<file path="src/rtl/apb3_arbiter_if.sv">
// ---------------------------------------------------------------------------
// apb3_arbiter_if
//   APB3 bus bundle carrying N parallel ports. The requester side of the
//   arbiter uses N = NUM_REQ and the shared master side uses N = 1.
//   master modport : drives paddr/psel/penable/pwrite/pwdata, receives
//                    pready/prdata/pslverror.
//   slave modport  : the reverse view.
// ---------------------------------------------------------------------------
interface apb3_arbiter_if #(
  parameter int APB_AW = 20,
  parameter int APB_DW = 32,
  parameter int N      = 1
);
  logic [N-1:0][APB_AW-1:0] paddr;
  logic [N-1:0]             psel;
  logic [N-1:0]             penable;
  logic [N-1:0]             pwrite;
  logic [N-1:0][APB_DW-1:0] pwdata;
  logic [N-1:0]             pready;
  logic [N-1:0][APB_DW-1:0] prdata;
  logic [N-1:0]             pslverror;

  modport master (
    output paddr, psel, penable, pwrite, pwdata,
    input  pready, prdata, pslverror
  );

  modport slave (
    input  paddr, psel, penable, pwrite, pwdata,
    output pready, prdata, pslverror
  );
endinterface

</file>
<file path="src/rtl/apb3_arbiter.sv">
// ---------------------------------------------------------------------------
// apb3_arbiter
//   Round-robin arbiter sharing one APB3 master port among NUM_REQ APB3
//   requesters. The winning request is registered, the SETUP/ACCESS sequence
//   is run on the master port, and the response is routed back to the winner
//   only. A PREADY watchdog forces an error completion on a hung slave.
//
//   Ports
//     clk    : clock, rising edge
//     rst_n  : synchronous active-low reset
//     s_apb  : requester side (slave modport, NUM_REQ lanes)
//     m_apb  : shared master side (master modport, one lane)
// ---------------------------------------------------------------------------

// Per-requester response steering. hit_i is high only for the granted lane
// in its completion cycle; rsp_i says the slave (not the watchdog) finished.
module apb3_arbiter_lane #(
  parameter int APB_DW = 32
) (
  input  logic              hit_i,
  input  logic              rsp_i,
  input  logic [APB_DW-1:0] prdata_i,
  input  logic              pslverror_i,
  output logic              pready_o,
  output logic [APB_DW-1:0] prdata_o,
  output logic              pslverror_o
);
  assign pready_o    = hit_i;
  assign prdata_o    = (hit_i && rsp_i) ? prdata_i : '0;
  // watchdog completion always reports an error
  assign pslverror_o = hit_i && (rsp_i ? pslverror_i : 1'b1);
endmodule

module apb3_arbiter #(
  parameter int APB_AW         = 20,
  parameter int APB_DW         = 32,
  parameter int NUM_REQ        = 4,
  parameter int TIMEOUT_CYCLES = 256
) (
  input  logic           clk,
  input  logic           rst_n,
  apb3_arbiter_if.slave  s_apb,
  apb3_arbiter_if.master m_apb
);
  localparam int SEL_WID = $clog2(NUM_REQ);
  localparam int TMO_W   = (TIMEOUT_CYCLES > 0) ? $clog2(TIMEOUT_CYCLES + 1) : 1;
  localparam logic [TMO_W-1:0] TMO_LAST =
    (TIMEOUT_CYCLES > 0) ? TMO_W'(TIMEOUT_CYCLES - 1) : '0;

  typedef enum logic [1:0] {IDLE, SETUP, ACCESS} state_e;

  typedef struct packed {
    logic [APB_AW-1:0] addr;
    logic              write;
    logic [APB_DW-1:0] wdata;
  } req_t;

  state_e             state_q, state_d;
  logic [SEL_WID-1:0] grant_q, grant_d;
  logic [SEL_WID-1:0] rr_ptr_q, rr_ptr_d;
  logic [TMO_W-1:0]   tmo_q, tmo_d;
  req_t               req_q, req_d;
  logic               psel_q, psel_d;
  logic               penable_q, penable_d;

  logic               any_req;
  logic [SEL_WID-1:0] winner;
  logic               tmo_hit;
  logic               done;

  logic [NUM_REQ-1:0]             pready_w;
  logic [NUM_REQ-1:0][APB_DW-1:0] prdata_w;
  logic [NUM_REQ-1:0]             pslverr_w;

  // requester penable plays no part in arbitration
  logic unused_penable;
  assign unused_penable = ^s_apb.penable;

  // Round-robin search starting just after the last granted requester.
  always_comb begin
    logic [SEL_WID-1:0] cand;
    cand    = '0;
    winner  = rr_ptr_q;
    any_req = 1'b0;
    for (int k = 1; k <= NUM_REQ; k++) begin
      cand = SEL_WID'((int'(rr_ptr_q) + k) % NUM_REQ);
      if (!any_req && s_apb.psel[cand]) begin
        any_req = 1'b1;
        winner  = cand;
      end
    end
  end

  assign tmo_hit = (TIMEOUT_CYCLES > 0) && (tmo_q == TMO_LAST);
  // slave pready takes precedence over a simultaneous watchdog expiry
  assign done    = (state_q == ACCESS) && (m_apb.pready[0] || tmo_hit);

  always_comb begin
    state_d   = state_q;
    grant_d   = grant_q;
    rr_ptr_d  = rr_ptr_q;
    tmo_d     = tmo_q;
    req_d     = req_q;
    psel_d    = psel_q;
    penable_d = penable_q;
    unique case (state_q)
      IDLE: begin
        if (any_req) begin
          grant_d       = winner;
          req_d.addr    = s_apb.paddr[winner];
          req_d.write   = s_apb.pwrite[winner];
          req_d.wdata   = s_apb.pwdata[winner];
          psel_d        = 1'b1;
          state_d       = SETUP;
        end
      end
      SETUP: begin
        penable_d = 1'b1;
        tmo_d     = '0;
        state_d   = ACCESS;
      end
      ACCESS: begin
        if (done) begin
          psel_d    = 1'b0;
          penable_d = 1'b0;
          rr_ptr_d  = grant_q;
          state_d   = IDLE;
        end else if (tmo_q != {TMO_W{1'b1}}) begin
          tmo_d = tmo_q + 1'b1;
        end
      end
      default: state_d = IDLE;
    endcase
  end

  always_ff @(posedge clk) begin
    if (!rst_n) begin
      state_q   <= IDLE;
      grant_q   <= '0;
      rr_ptr_q  <= SEL_WID'(NUM_REQ - 1);
      tmo_q     <= '0;
      req_q     <= '0;
      psel_q    <= 1'b0;
      penable_q <= 1'b0;
    end else begin
      state_q   <= state_d;
      grant_q   <= grant_d;
      rr_ptr_q  <= rr_ptr_d;
      tmo_q     <= tmo_d;
      req_q     <= req_d;
      psel_q    <= psel_d;
      penable_q <= penable_d;
    end
  end

  assign m_apb.paddr[0]   = req_q.addr;
  assign m_apb.pwrite[0]  = req_q.write;
  assign m_apb.pwdata[0]  = req_q.wdata;
  assign m_apb.psel[0]    = psel_q;
  assign m_apb.penable[0] = penable_q;

  for (genvar i = 0; i < NUM_REQ; i++) begin : g_lane
    apb3_arbiter_lane #(.APB_DW(APB_DW)) u_lane (
      .hit_i       (done && (grant_q == SEL_WID'(i))),
      .rsp_i       (m_apb.pready[0]),
      .prdata_i    (m_apb.prdata[0]),
      .pslverror_i (m_apb.pslverror[0]),
      .pready_o    (pready_w[i]),
      .prdata_o    (prdata_w[i]),
      .pslverror_o (pslverr_w[i])
    );
  end

  assign s_apb.pready    = pready_w;
  assign s_apb.prdata    = prdata_w;
  assign s_apb.pslverror = pslverr_w;
endmodule

</file>
<file path="src/flat_wrapper.sv">
// flat-port wrapper written by rule: the top's interface ports become plain ports
module apb3_arbiter_flat 
#(
  parameter int APB_AW         = 20,
  parameter int APB_DW         = 32,
  parameter int NUM_REQ        = 4,
  parameter int TIMEOUT_CYCLES = 256
)
  (clk, rst_n, s_apb_paddr, s_apb_psel, s_apb_penable, s_apb_pwrite, s_apb_pwdata, s_apb_pready, s_apb_prdata, s_apb_pslverror, m_apb_paddr, m_apb_psel, m_apb_penable, m_apb_pwrite, m_apb_pwdata, m_apb_pready, m_apb_prdata, m_apb_pslverror);
  apb3_arbiter_if #(.APB_AW(APB_AW), .APB_DW(APB_DW), .N((4))) s_apb_i ();
  apb3_arbiter_if #(.APB_AW(APB_AW), .APB_DW(APB_DW), .N(1)) m_apb_i ();
  input  logic clk;
  input  logic rst_n;
  input wire logic [$bits(s_apb_i.paddr)-1:0] s_apb_paddr;
  input wire logic [$bits(s_apb_i.psel)-1:0] s_apb_psel;
  input wire logic [$bits(s_apb_i.penable)-1:0] s_apb_penable;
  input wire logic [$bits(s_apb_i.pwrite)-1:0] s_apb_pwrite;
  input wire logic [$bits(s_apb_i.pwdata)-1:0] s_apb_pwdata;
  output wire logic [$bits(s_apb_i.pready)-1:0] s_apb_pready;
  output wire logic [$bits(s_apb_i.prdata)-1:0] s_apb_prdata;
  output wire logic [$bits(s_apb_i.pslverror)-1:0] s_apb_pslverror;
  output wire logic [$bits(m_apb_i.paddr)-1:0] m_apb_paddr;
  output wire logic [$bits(m_apb_i.psel)-1:0] m_apb_psel;
  output wire logic [$bits(m_apb_i.penable)-1:0] m_apb_penable;
  output wire logic [$bits(m_apb_i.pwrite)-1:0] m_apb_pwrite;
  output wire logic [$bits(m_apb_i.pwdata)-1:0] m_apb_pwdata;
  input wire logic [$bits(m_apb_i.pready)-1:0] m_apb_pready;
  input wire logic [$bits(m_apb_i.prdata)-1:0] m_apb_prdata;
  input wire logic [$bits(m_apb_i.pslverror)-1:0] m_apb_pslverror;
  assign s_apb_i.paddr = s_apb_paddr;
  assign s_apb_i.psel = s_apb_psel;
  assign s_apb_i.penable = s_apb_penable;
  assign s_apb_i.pwrite = s_apb_pwrite;
  assign s_apb_i.pwdata = s_apb_pwdata;
  assign s_apb_pready = s_apb_i.pready;
  assign s_apb_prdata = s_apb_i.prdata;
  assign s_apb_pslverror = s_apb_i.pslverror;
  assign m_apb_paddr = m_apb_i.paddr;
  assign m_apb_psel = m_apb_i.psel;
  assign m_apb_penable = m_apb_i.penable;
  assign m_apb_pwrite = m_apb_i.pwrite;
  assign m_apb_pwdata = m_apb_i.pwdata;
  assign m_apb_i.pready = m_apb_pready;
  assign m_apb_i.prdata = m_apb_prdata;
  assign m_apb_i.pslverror = m_apb_pslverror;
  apb3_arbiter #(.APB_AW(APB_AW), .APB_DW(APB_DW), .NUM_REQ(NUM_REQ), .TIMEOUT_CYCLES(TIMEOUT_CYCLES)) u_core (.clk(clk), .rst_n(rst_n), .s_apb(s_apb_i), .m_apb(m_apb_i));
endmodule
</file>
<file path="config.mk">
export PLATFORM = sky130hd
export DESIGN_NAME = apb3_arbiter_flat
export DESIGN_NICKNAME = d
export VERILOG_FILES = /design/src/rtl/apb3_arbiter_if.sv /design/src/rtl/apb3_arbiter.sv /design/src/flat_wrapper.sv
export SDC_FILE = /design/constraint.sdc
export NUM_CORES = 1
export LEC_CHECK = 0
export ABC_AREA = 1
export ABC_CLOCK_PERIOD_IN_PS = 2650
export CAP_MARGIN = 15
export CORE_AREA = 2 2 173 175
export CTS_CLUSTER_SIZE = 10
export DETAILED_ROUTE_END_ITERATION = 8
export DIE_AREA = 0 0 175 177
export PLACE_DENSITY = 0.56
export SYNTH_ARGS = -nofsm -noshare
export SYNTH_HDL_FRONTEND = slang
export SYNTH_SLANG_ARGS = --single-unit
</file>
<file path="constraint.sdc">
create_clock -name clk -period 2.65 [get_ports clk]
set_clock_uncertainty 0.1 [all_clocks]
set_input_delay 0.53 -clock clk [delete_from_list [all_inputs] [get_ports clk]]
set_output_delay 0.53 -clock clk [all_outputs]
set_load 0.03 [all_outputs]
</file>
# ---- After elaboration in Yosys (flattened, before gate mapping)
# Index checks and enable logic that the tools add are counted.
dict set report word_totals {
  reg_bits 70
}
dict set report classes {
  add_sub_neg 5
  n_lt_le_gt_ge 5
  n_eq_ne 11
  n_mux 37
  reduce_logical 30
}
# operator n
set ops {}
lappend ops {{two-way mux 32 bit} 5}
lappend ops {{binary-select mux 32 bit (select 2 bit)} 1}
lappend ops {{binary-select mux 20 bit (select 2 bit)} 1}
lappend ops {{two-way mux 20 bit} 1}
lappend ops {{two-way mux 9 bit} 2}
lappend ops {{one-hot mux 9 bit (2 select lines)} 1}
lappend ops {{logical AND 1 bit} 16}
lappend ops {{< comparator 2 x 3 -> 1 bit (second input constant)} 5}
lappend ops {{two-way mux 1 bit} 12}
lappend ops {{two-way mux 2 bit} 6}
lappend ops {{binary-select mux 1 bit (select 2 bit)} 5}
lappend ops {{adder 9 x 1 -> 9 bit (second input constant)} 1}
lappend ops {{== test 9 x 8 -> 1 bit (second input constant)} 1}
lappend ops {{inequality test 9 bit (second input constant)} 1}
lappend ops {{AND reduction 2 bit} 4}
lappend ops {{== test 2 bit (second input constant)} 3}
lappend ops {{one-hot mux 2 bit (3 select lines)} 1}
lappend ops {{AND reduction 3 bit} 2}
lappend ops {{adder 2 x 1 -> 2 bit (second input constant)} 2}
lappend ops {{adder 2 bit (second input constant)} 2}
lappend ops {{== test 2 x 1 -> 1 bit (second input constant)} 2}
lappend ops {{logical NOT 2 bit} 2}
lappend ops {{inequality test 2 x 1 -> 1 bit (second input constant)} 2}
lappend ops {{inequality test 2 bit (second input constant)} 2}
lappend ops {{other kinds (4)} 8}

# ---- Longest topological paths before layout
dict set report logic_depth {
  ltp_word 15
  ltp_mapped 18
  ltp_nobuf 17
}

# ---- By module
# A second synthesis with hierarchy kept.
dict set report hier_totals {
  cells_unflattened 1203
  hier_area_um2 6680.2
}
# module instances cells_per_inst area_each_um2 seq_area_each_um2
set by_module_without_submodules {}
lappend by_module_without_submodules {apb3_arbiter 1 915 5118.7 1401.3}
lappend by_module_without_submodules {apb3_arbiter_lane 4 72 390.4 0.0}

# ---- Worst setup path before layout
# No wires, ideal clock.
dict set report synth_path {
  path_type {reg-to-output}
  startpoint {register u_core.tmo_q[0]}
  endpoint {output s_apb_prdata[10]}
  arrival_ns 2.432
  required_ns 2.020
  path_slack_ns -0.412
  path_stages_with_launch 14
  path_buffers 1
  path_cell_list {dfxtp_1 -> ha_1 -> nand2_1 -> inv_1 -> nand4_1 -> nor3_1 -> ha_1 -> nor2_1 -> nor2_1 -> inv_1 -> nor3_1 -> nand2_1 -> clkbuf_1 -> nor2_1}
}
dict set report synth_via {
  elab_chain_cells 6
}
# item line_no
set synth_rtl {}
lappend synth_rtl {{start: declaration} apb3_arbiter.sv:61} ;# logic [TMO_W-1:0] tmo_q, tmo_d;
lappend synth_rtl {{start signal: assignment} apb3_arbiter.sv:149} ;# tmo_q <= tmo_d;
lappend synth_rtl {{== test 9 x 8 -> 1 bit} apb3_arbiter.sv:94} ;# assign tmo_hit = (TIMEOUT_CYCLES > 0) && (tmo_q == TMO_LAST);
lappend synth_rtl {{logical OR 1 bit} apb3_arbiter.sv:96} ;# assign done = (state_q == ACCESS) && (m_apb.pready[0] || tmo_hit);
lappend synth_rtl {{logical AND 1 bit} apb3_arbiter.sv:96}
lappend synth_rtl {{logical AND 1 bit} apb3_arbiter.sv:164} ;# .hit_i (done && (grant_q == SEL_WID'(i))),
lappend synth_rtl {{via u_core.g_lane[0].u_lane.hit_i} apb3_arbiter.sv:20} ;# input logic hit_i,
lappend synth_rtl {{logical AND 1 bit} apb3_arbiter.sv:29} ;# assign prdata_o = (hit_i && rsp_i) ? prdata_i : '0;
lappend synth_rtl {{two-way mux 32 bit} apb3_arbiter.sv:29}
lappend synth_rtl {{end: declaration} flat_wrapper.sv:20} ;# output wire logic [$bits(s_apb_i.prdata)-1:0] s_apb_prdata;
# The timed path passes the listed nets, and every way through them passes these cells.

# ---- Worst setup path after layout
dict set report layout_path {
  startpoint {register u_core.tmo_q[1]}
  endpoint {output s_apb_prdata[75]}
}
dict set report layout_via {
  elab_chain_cells 6
}
# item line_no
set layout_rtl {}
lappend layout_rtl {{== test 9 x 8 -> 1 bit} apb3_arbiter.sv:94}
lappend layout_rtl {{logical OR 1 bit} apb3_arbiter.sv:96}
lappend layout_rtl {{logical AND 1 bit} apb3_arbiter.sv:96}
lappend layout_rtl {{logical AND 1 bit} apb3_arbiter.sv:164}
lappend layout_rtl {{logical AND 1 bit} apb3_arbiter.sv:29}
lappend layout_rtl {{two-way mux 32 bit} apb3_arbiter.sv:29}
# No other way between the ends.

==> impl_results.md <==
* Slew Viols, Final at 0
* Largest net degree at the start of global routing at 70
* Number of port buffers at 442
* Die height at 177 um
* Routed Antenna Nets at 0
* Crit Path Class: reg2out
* H-tree lvl count at 3
* Largest fanout on the critical path at 16
* Initial antenna violation count at 1
* Commonest non-fill, non-tap cell in the layout: nand2_1
* CTS tree: yes
* Clk buf depth at 2
* Switching part of the total at 0.4618
* Syn_area_per_cell at 5.174 um2
* LEAKAGE at 6.170 nW
* Hold Fails Final Rpt at 0
* Placed instance count at 1963
* Most frequent cells in the layout: nand2_1 (481), clkdlybuf4s50_1 (306), nor2_1 (140), inv_1 (103), buf_4 (88)
* Final Net Count at 1861
* Worst slew pin tran at 520.8 ps
* Final non-filler cell total at 1993
* Tmin final at 3218 ps
* RSZ-0062 raised after global routing: yes
* Post-Synthesis Cell Area at 0.005878 mm2
* Starting DRT DRC Count at 259
* Synth Net Count at 1398
* Vias in the first global route at 7854
* Cell count after synthesis at 1136
* Layout cells sized above 1 at 0.2328
* # rows at 63
* CTS Buf Count at 9
* Violated checks: setup timing
* P_int at 0.004179 W
* #FFs+latches synth at 70
* Routed vias/inst at 4.238
* Met1 usage at 0.1888
* Worst min path class: reg2reg
* Worst IR drop on VDD at 0.2770 mV
* DRC at 0
* CTS Sinks at 70
* Crit-path leading delay family: simple AND/OR/NAND/NOR gates
* First-pass GRT wire length at 44.09 mm
* GR Util met3 at 0.04854
* Data arrival, critical path at 2590 ps
* Core ar. at 0.02924 mm2
* Layout area overhead at 114.9%
* WP buf/inv at 4
* Number of library cell types mapped by synthesis at 27
* Placer Congestion at 0.8303
* Count of maximum capacitance violations at 0
* Clock share of power at 0.174
* Ports at 447
* CP Cell Sequence: ha_4 -> nand2_2 -> inv_2 -> nand4_1 -> nor3_2 -> ha_2 -> nor2_4 -> nor2_4 -> buf_6 -> nand2_4 -> nor2_4 -> nand2_4 -> buf_12 -> nor2_1 -> buf_4
* Final cycle utilization of the critical path at 1.214
* Seq/Total Area, Yosys at 0.2384
* Startpoint types: flip-flop
* Most Crowded Layer GR: met2
* Syn. warnings at 0
* Rel. slew slack at 0.6524
* WL per Instance at 15.49 um
* NetSw at 0.003586 W
* Clock Latency Late Sink at 330 ps
* Crit path capture type: output port
* Dpl hpwl at 23.62 mm
* Grt total ovfl at 0
* Final wirelength at 30.87 mm
* Pwr dens at 614.6 mW/mm2
* Starting density of the core at 0.2010
* Critical Path RT at 2020 ps
* Die area at 0.03098 mm2
* Overall routing resource usage at 0.1842
* Via count of the routed design at 8447
* # hold bufs at CTS at 0
* Worst path slowest cell: dfxtp_2
* DRT Pass-1 Iters at 5
* Achievable Freq at 0.3108 GHz
* Comb pwr share at 0.622
* Worst Hold Margin at 358.3 ps
* Grt met2 use at 0.3668
* Crit path top cell by count: nor2_4
* Reg power frac at 0.204
* Crit path largest cell delay at 350 ps
* CTS root buffer: clkbuf_16
* Die width at 175 um
* Clk pin slew, worst setup/hold paths at 60 ps
* Final WS setup at -567.7 ps
* Endpoints failing setup at 136
* Status: finished with violations
-- layout make-up --
cell class | count | area [um2]
Antenna cell | 1 | 2.502
Clock inverter | 3 | 68.82
Sequential cell | 70 | 1405
Inverter | 113 | 427.9
Clock buffer | 11 | 252.7
Tap cell | 390 | 488.0
Multi-Input combinational cell | 882 | 4385
Fill cell | 3036 | 16610
Timing Repair Buffer | 523 | 5603
-- sequential cells by signal, summed over array words and instances, names as in the netlist --
| name | flops |
|---|---|
| u_core.grant_q | 2 |
| u_core.m_apb.paddr | 20 |
| u_core.m_apb.penable | 1 |
| u_core.m_apb.psel | 1 |
| u_core.m_apb.pwdata | 32 |
| u_core.m_apb.pwrite | 1 |
| u_core.rr_ptr_q | 2 |
| u_core.state_q | 2 |
| u_core.tmo_q | 9 |
-- power groups by stage --
stage               Sequential, W  Combinational, W  Clock, W
floorplan                 0.00214           0.00234         0
global placement          0.00158           0.00481         0
detailed placement        0.00160           0.00481         0
CTS                       0.00159           0.00487   0.00140
global route              0.00163           0.00536   0.00144
finish                    0.00158           0.00483   0.00135
-- worst register-to-register path, cell delays in order, from the launching register on --
cell and delay (ps):
dfxtp_2 330, ha_4 160, nand2_2 60, inv_2 30, nand4_1 100, nor3_2 70, buf_4 120, buf_4 120
ha_1 190, a21oi_1 280, nand2_1 130, inv_2 70, nand4_1 110, nor2_1 150, nand2_1 80, inv_1 80
a21oi_1 60, nor3_1 130
-- stage by stage --
step	util	instance area, um2	worst slack [ps]	total power [W]	TNS [ps]
floorplan	-	6236	-198.7	0.004481	-16770
global placement	0.3871	11320	-172.1	0.006391	-12120
detailed placement	0.3871	11320	-202.4	0.006412	-16180
CTS	0.4088	11950	-560.6	0.007861	-68970
global route	0.4319	12630	-744.5	0.008430	-87700
finish	0.4320	12630	-567.7	0.007764	-62440
-- cells in the mapped netlist --
cell type    n  area [um2]
a32oi_1      1       8.760
nand3b_1     6       45.04
buf_2       23       115.1
inv_2        7       26.28
nor3_1      12       60.06
inv_1      106       397.9
a211oi_1     2       15.01
nand2_1    488        1832
o211ai_1     2       15.01
nand2_2     15       93.84
nor2_1     239       897.1
buf_1        4       15.01
nor4_1       1       6.260
a21oi_1     16       80.08
xor2_1       1       8.760
buf_6       10       112.6
nand3_2      1       10.01
o2111ai_2    1       15.01
buf_4       16       120.1
o21ai_0      8       40.04
nand4_1      2       12.51
nand3_1     79       395.4
o21ai_1      1       5.000
ha_1         6       75.07
clkbuf_1    18       67.56
dfxtp_1     70        1401
a22oi_1      1       7.510
-- path summary, 6_finish.rpt --
path                             startpoint                             end  slack, ps  cells past startpoint
max reg2reg    u_core.tmo_q[1]$_SDFFE_PN0P_    u_core.tmo_q[7]$_SDFFE_PN0P_        190                     17
min          u_core.m_apb.psel$_SDFFE_PN0P_  u_core.m_apb.psel$_SDFFE_PN0P_        360                      2
max            u_core.tmo_q[1]$_SDFFE_PN0P_                s_apb_prdata[75]       -570                     15
min reg2reg  u_core.m_apb.psel$_SDFFE_PN0P_  u_core.m_apb.psel$_SDFFE_PN0P_        360                      2
-- kinds of logic (layout without fill, tap and decap cells) --
| kind of cell | after synthesis | in the layout | synth area share |
|---|---|---|---|
| buf+inv | 184 | 650 | 0.1454 |
| xor+xnor | 1 | 1 | 0.001490 |
| simple gates | 843 | 843 | 0.5702 |
| fa+ha+maj | 6 | 6 | 0.01277 |
| flops | 70 | 70 | 0.2384 |
| other cells | 0 | 1 | 0 |
| compound gates | 32 | 32 | 0.03171 |
-- what timing repair did --
action / CTS / global route
endpoints found under the setup margin: 136 / 159
setup buffers: 8 / 5
pin swaps: 3 / 8
cloned: 0 / 6
gates resized for setup: 71 / 146
-- per-layer routing --
metal / routed length [um] / share of wire / vias to the layer above
li1: - / - / 4320
met2: 16550 / 0.54 / 330
met5: 0 / 0 / -
met3: 2285 / 0.074 / 41
met1: 11210 / 0.36 / 3756
met4: 821 / 0.027 / 0
Note: power is estimated with default switching activity, not from simulation.
